### src/rtl/ascon_pack.sv
// Shared Ascon definitions: the 5x64-bit state type and the 5-bit S-box table.
package ascon_pack;

  typedef logic [4:0][63:0] type_state;

  localparam logic [4:0] SBOX_TABLE [32] = '{
    5'h04, 5'h0B, 5'h1F, 5'h14, 5'h1A, 5'h15, 5'h09, 5'h02,
    5'h1B, 5'h05, 5'h08, 5'h12, 5'h1D, 5'h03, 5'h06, 5'h1C,
    5'h1E, 5'h13, 5'h07, 5'h0E, 5'h00, 5'h0D, 5'h11, 5'h18,
    5'h10, 5'h0C, 5'h01, 5'h19, 5'h16, 5'h0A, 5'h0F, 5'h17
  };

endpackage

### src/rtl/ps_sbox.sv
// Single-column Ascon S-box, combinational. PS_SBOX_LUT_EN selects the table
// lookup; otherwise the bit-sliced Boolean equations are used.
module sbox (
  input  logic [4:0] x_i,
  output logic [4:0] y_o
);

`ifdef PS_SBOX_LUT_EN
  import ascon_pack::*;

  assign y_o = SBOX_TABLE[x_i];
`else
  logic a0, a1, a2, a3, a4;
  logic t0, t1, t2, t3, t4;

  // x_i[4] carries word S0, so a0 is the MSB of the column value
  always_comb begin
    a0 = x_i[4];
    a1 = x_i[3];
    a2 = x_i[2];
    a3 = x_i[1];
    a4 = x_i[0];

    a0 = a0 ^ a4;
    a4 = a4 ^ a3;
    a2 = a2 ^ a1;

    t0 = ~a0 & a1;
    t1 = ~a1 & a2;
    t2 = ~a2 & a3;
    t3 = ~a3 & a4;
    t4 = ~a4 & a0;

    a0 = a0 ^ t1;
    a1 = a1 ^ t2;
    a2 = a2 ^ t3;
    a3 = a3 ^ t4;
    a4 = a4 ^ t0;

    a1 = a1 ^ a0;
    a0 = a0 ^ a4;
    a3 = a3 ^ a2;
    a2 = ~a2;

    y_o = {a0, a1, a2, a3, a4};
  end
`endif

endmodule

### src/rtl/ps.sv
// Ascon p_S substitution layer: 64 parallel column S-boxes, one register stage.
// Build option PS_SBOX_LUT_EN (handled inside sbox) picks LUT vs equations.
module ps
  import ascon_pack::*;
(
  input  logic      clock_i,
  input  logic      resetb_i,
  input  logic      valid_i,
  input  type_state state_i,
  output type_state substitution_o,
  output logic      valid_o
);

  type_state substitution_d;
  type_state substitution_q;
  logic      valid_q;

  for (genvar j = 0; j < 64; j++) begin : g_col
    logic [4:0] col_x;
    logic [4:0] col_y;

    assign col_x = {state_i[0][j], state_i[1][j], state_i[2][j],
                    state_i[3][j], state_i[4][j]};

    sbox u_sbox (
      .x_i (col_x),
      .y_o (col_y)
    );

    assign substitution_d[0][j] = col_y[4];
    assign substitution_d[1][j] = col_y[3];
    assign substitution_d[2][j] = col_y[2];
    assign substitution_d[3][j] = col_y[1];
    assign substitution_d[4][j] = col_y[0];
  end

  // Load gated by valid_i so an undriven state_i never reaches the register
  always_ff @(posedge clock_i or negedge resetb_i) begin
    if (!resetb_i) begin
      substitution_q <= '0;
      valid_q        <= 1'b0;
    end else begin
      valid_q <= valid_i;
      if (valid_i) begin
        substitution_q <= substitution_d;
      end
    end
  end

  assign substitution_o = substitution_q;
  assign valid_o        = valid_q;

endmodule

### config.mk
export PLATFORM = sky130hd
export DESIGN_NAME = ps
export DESIGN_NICKNAME = d
export VERILOG_FILES = /design/src/rtl/ascon_pack.sv /design/src/rtl/ps_sbox.sv /design/src/rtl/ps.sv
export SDC_FILE = /design/constraint.sdc
export NUM_CORES = 1
export LEC_CHECK = 0
export ABC_CLOCK_PERIOD_IN_PS = 800
export CORE_AREA = 5 5 245 247
export DETAILED_ROUTE_END_ITERATION = 6
export DIE_AREA = 0 0 250 252
export SYNTH_ARGS = -nofsm -noshare
export SYNTH_HDL_FRONTEND = slang
export SYNTH_SLANG_ARGS = --single-unit
### constraint.sdc
create_clock -name clock_i -period 0.8 [get_ports clock_i]
set_input_delay 0.12 -clock clock_i [delete_from_list [all_inputs] [get_ports clock_i]]
set_output_delay 0.12 -clock clock_i [all_outputs]
set_load 0.02 [all_outputs]
# [Yosys cells after proc, flatten, opt, wreduce, memory -nomap -nowiden]
# Cells that the tools add are included.
[totals] ff_bits=321 in_bits=323 output_inout_bits=321 elab_cells=1414
[classes] bitwise_logic=1408
[op_table] op="1-bit bitwise XOR" count=704
[op_table] op="1-bit inverter" count=384
[op_table] op="1-bit bitwise AND" count=320

# [Logic depth before layout (Yosys ltp)]
[depth] ltp_word=5 ltp_mapped=5

# [Hierarchy]
# Synthesis repeated with hierarchy kept, for this count alone.
[unflattened] hier_cells=2149 hier_area_um2=24334.6
[by_module_without_submodules] module="ps" n_inst=1 cells_per_inst=677 area_per_inst_um2=13444.1 seq_area_each_um2=8032.7
[by_module_without_submodules] module="sbox" n_inst=64 cells_per_inst=23 area_per_inst_um2=170.2 seq_area_each_um2=0.0

# [Worst setup path before layout]
# No wires, ideal clock.
[synth_path] path_kind="input to register" from="in state_i[205] (netlist name)" to="reg substitution_q (netlist bit substitution_o[13])" setup_time_ps=125 t_arrival_ps=1015 required_ps=675 path_slack_ps=-340 cell_stages=5 path_buffers=0 path_cell_list="inv_1 -> ha_1 -> xor2_1 -> xnor2_1 -> mux2_2"
[synth_between] elab_chain_len=3
[synth_rtl] element="from (decl)" line="ps.sv:9" source="input type_state state_i,"
[synth_rtl] element="1-bit bitwise XOR" line="ps_sbox.sv:25" source="a4 = a4 ^ a3;"
[synth_rtl] element="1-bit bitwise XOR" line="ps_sbox.sv:38" source="a4 = a4 ^ t0;"
[synth_rtl] element="1-bit bitwise XOR" line="ps_sbox.sv:41" source="a0 = a0 ^ a4;"
[synth_rtl] element="to (signal assigned)" line="ps.sv:45" source="substitution_q <= substitution_d;"
[synth_rtl] element="to (decl)" line="ps.sv:15" source="type_state substitution_q;"
# No other way between the ends.
# A chain may end at the register's enable or synchronous reset.

# [Final worst setup path]
[layout_path] from="reg substitution_q (netlist bit substitution_o[268])" to="out substitution_o[268] (netlist name)"
[layout_lines] element="to (decl)" line="ps.sv:10" source="output type_state substitution_o,"
# No word-level cell between the ends.

==> results.md <==
* Clock sink total at 321
* Net switching power at 26.0 mW
* Worst EP arrival at 1220 ps
* Final critical-path required period at 1340 ps
* DP Worst Slack at -886 ps
* PortBufs at 643
* Core Area at 0.0574 mm2
* Initial Utilization at 0.347
* Clock Tree Root: clkbuf_16
* Vias at 18,568
* Synth Instances at 2,084
* Via density at 4.56
* Unrepaired setup endpoints after global routing: true
* Flop2flop setup slack at -210 ps
* Met2 Track Usage GR at 0.403
* Peak VDD IR at 1.68 mV
* Synth Net Count at 2,535
* Final period utilization at 1.67
* Most common cell after layout, fill and taps aside: buf_4
* Slew margin rel. at 0.713
* Initial antenna violation count at 39
* Worst Max-Slew Pin Slew at 431 ps
* Reg2reg end: substitution_o[291]$_DFFE_PN0P_
* FP Rows at 88
* Io pins at 644
* CTS clk-pin slew, worst paths at 60 ps
* Cts bufs inserted at 41
* Setup crit start: substitution_o[268]$_DFFE_PN0P_
* Crit Path Max Fanout at 2
* Switching fraction of total power at 0.337
* GRT met3 Usage at 0.0582
* Total GRT Usage at 0.223
* WHS at 27.1 ps
* Tightest Hold Check Type: in -> reg
* Die width at 250 um
* Die extent in y at 252 um
* Maximum clock frequency at 748 MHz
* Worst skew pair latency at 550 ps
* Post-layout util at 0.653
* GRT met1 Usage at 0.246
* Max-Cap Viols at 0
* Mapped Area at 0.0199 mm2
* FF-to-FF path depth at 3
* Gpl congestion at 0.902
* Finished Layout Cells at 4,076
* Leak at 17.0 nW
* Vias in the first global route at 19,385
* CP Capture Point: substitution_o[268]
* Ratio of cells with drive above 1 in the final layout at 0.474
* DRT Wirelength at 73.9 mm
* Synth Area in Adders at 0.0899
* First-pass GRT wire length at 110 mm
* Htree depth at 2
* Failing checks: negative setup slack
* Synth Area in Compound Gates at 0.0741
* Yosys cell types at 16
* P&R area growth vs syn at 88.1%
* Mux cell area share after synthesis at 0.0753
* Fin. Hold Viols at 0
* Post-DRT Antenna Nets at 0
* Worst endpoint required time at 680 ps
* R2R Path Start: substitution_o[291]$_DFFE_PN0P_
* Max Buffers Root-to-Sink at 3
* Crit end category: output pin
* Seq/Total Area, Yosys at 0.403
* Sequential fraction of design power at 0.295
* XOR/XNOR share of the synthesized area at 0.225
* Most frequent cells in the layout: 440 x buf_4, 368 x buf_6, 320 x dfrtp_1
* Final Max Tran Viols at 0
* Congestion Overflow GR at 0
* Pint at 51.1 mW
* Logic pwr share at 0.460
* Syn_area_per_cell at 9.56 um2
* FF+latch count, synth at 321
* Synthesis warning total at 0
* Final HPWL DP at 59.8 mm
* Initial DRC Count at 659
* Setup Viol. Count Final at 394
* Busiest grt layer: met2
* CTS tree: built
* Post-Synth Simple-Gate Area at 0.0881
* Final #Nets at 3,706
* Largest net degree at the start of global routing at 31
* Die area at 0.0630 mm2
* Setup CP Type: reg -> out
* Placed insts at 3,846
* Outcome: finished, violations left
* DR WL/cell at 18.1 um
* Fin Setup TNS at -139,490 ps
* Fin area at 0.0375 mm2
* Dpl cell area at 0.0339 mm2
* Largest family of logic cells by synthesized area: XOR/XNOR gates
* Total chip power at 77.0 mW
* Pwr dens at 2050 mW/mm2
* Clk pwr share at 0.246
* # DRC at 0
* Max Clock Skew at 0 ps
* Setup ws final at -536 ps
* Pre-antenna DRT Iters at 4
* Critical Path Start Type: flop
==> cells in the mapped netlist (all sizes together) <==
master,number,area [um2]
a21oi,248,1240
nand2,171,642
inv,150,563
xnor2,386,3380
ha,128,1600
mux2i,6,60.1
o21ai,47,235
buf,51,304
xor2,126,1100
mux2,128,1440
nor2,297,1110
maj3,19,190
clkbuf,6,22.5
dfrtp,321,8030
==> worst max-delay path: stages (launching register included) <==
cell	delay, ps
dfrtp_1	400
buf_6	130
buf_12	130
==> worst min path at each step <==
stage	cells past startpoint	from	end
2_1_floorplan	0	resetb_i	substitution_o[0]$_DFFE_PN0P_
3_3_place_gp	1	resetb_i	substitution_o[255]$_DFFE_PN0P_
3_5_place_dp	1	resetb_i	substitution_o[255]$_DFFE_PN0P_
4_1_cts	3	valid_i	valid_o$_DFF_PN0_
5_1_grt	3	valid_i	substitution_o[261]$_DFFE_PN0P_
6_report	4	valid_i	substitution_o[69]$_DFFE_PN0P_
==> flip-flops by register name, indices dropped and copies added, names as in the netlist <==
name	flops
valid_o	1
substitution_o	320
==> layer usage <==
| layer | vias up | wire length [um] |
|---|---|---|
| met2 | 451 | 39000 |
| met4 | 16 | 3260 |
| met5 | - | 103 |
| li1 | 9129 | - |
| met3 | 166 | 4400 |
| met1 | 8806 | 27100 |
==> cell type report <==
type	instances	area [um2]
Fill cell	4634	19900
Multi-Input combinational cell	1556	14600
Timing Repair Buffer	1185	11400
Sequential cell	321	8030
Clock buffer	66	1270
Inverter	150	1070
Tap cell	765	957
Clock inverter	8	93.8
Antenna cell	25	62.6
==> cell families (layout without fill, tap and decap cells) <==
kind of cell	count (synthesis)	after routing
buffers and inverters	207	1409
multiplexers	134	134
XOR/XNOR	512	512
AO/OA/AOI/OAI	295	295
other	0	25
adder cells (fa/ha/maj)	147	147
flip-flops	321	321
AND/OR/NAND/NOR	468	468
==> power groups by stage <==
| stage | registers (mW) | clock network (mW) | logic [mW] |
|---|---|---|---|
| after CTS | 22.6 | 19.5 | 34.1 |
| after floorplan | 26.0 | 0 | 11.5 |
| after global routing | 23.1 | 20.1 | 37.6 |
| final | 22.7 | 18.9 | 35.4 |
| after detailed placement | 22.2 | 0 | 32.0 |
| after global placement | 22.2 | 0 | 31.6 |
==> repair_timing <==
action                                   CTS  global route
setup buffers                             98            70
cloned                                     0             0
endpoints found under the hold margin    324             0
pin swaps                                 34            36
endpoints found under the setup margin   638           492
gates resized for setup                 1824           232
hold buffers                               3             0
Power figures use the tool's default switching activity.
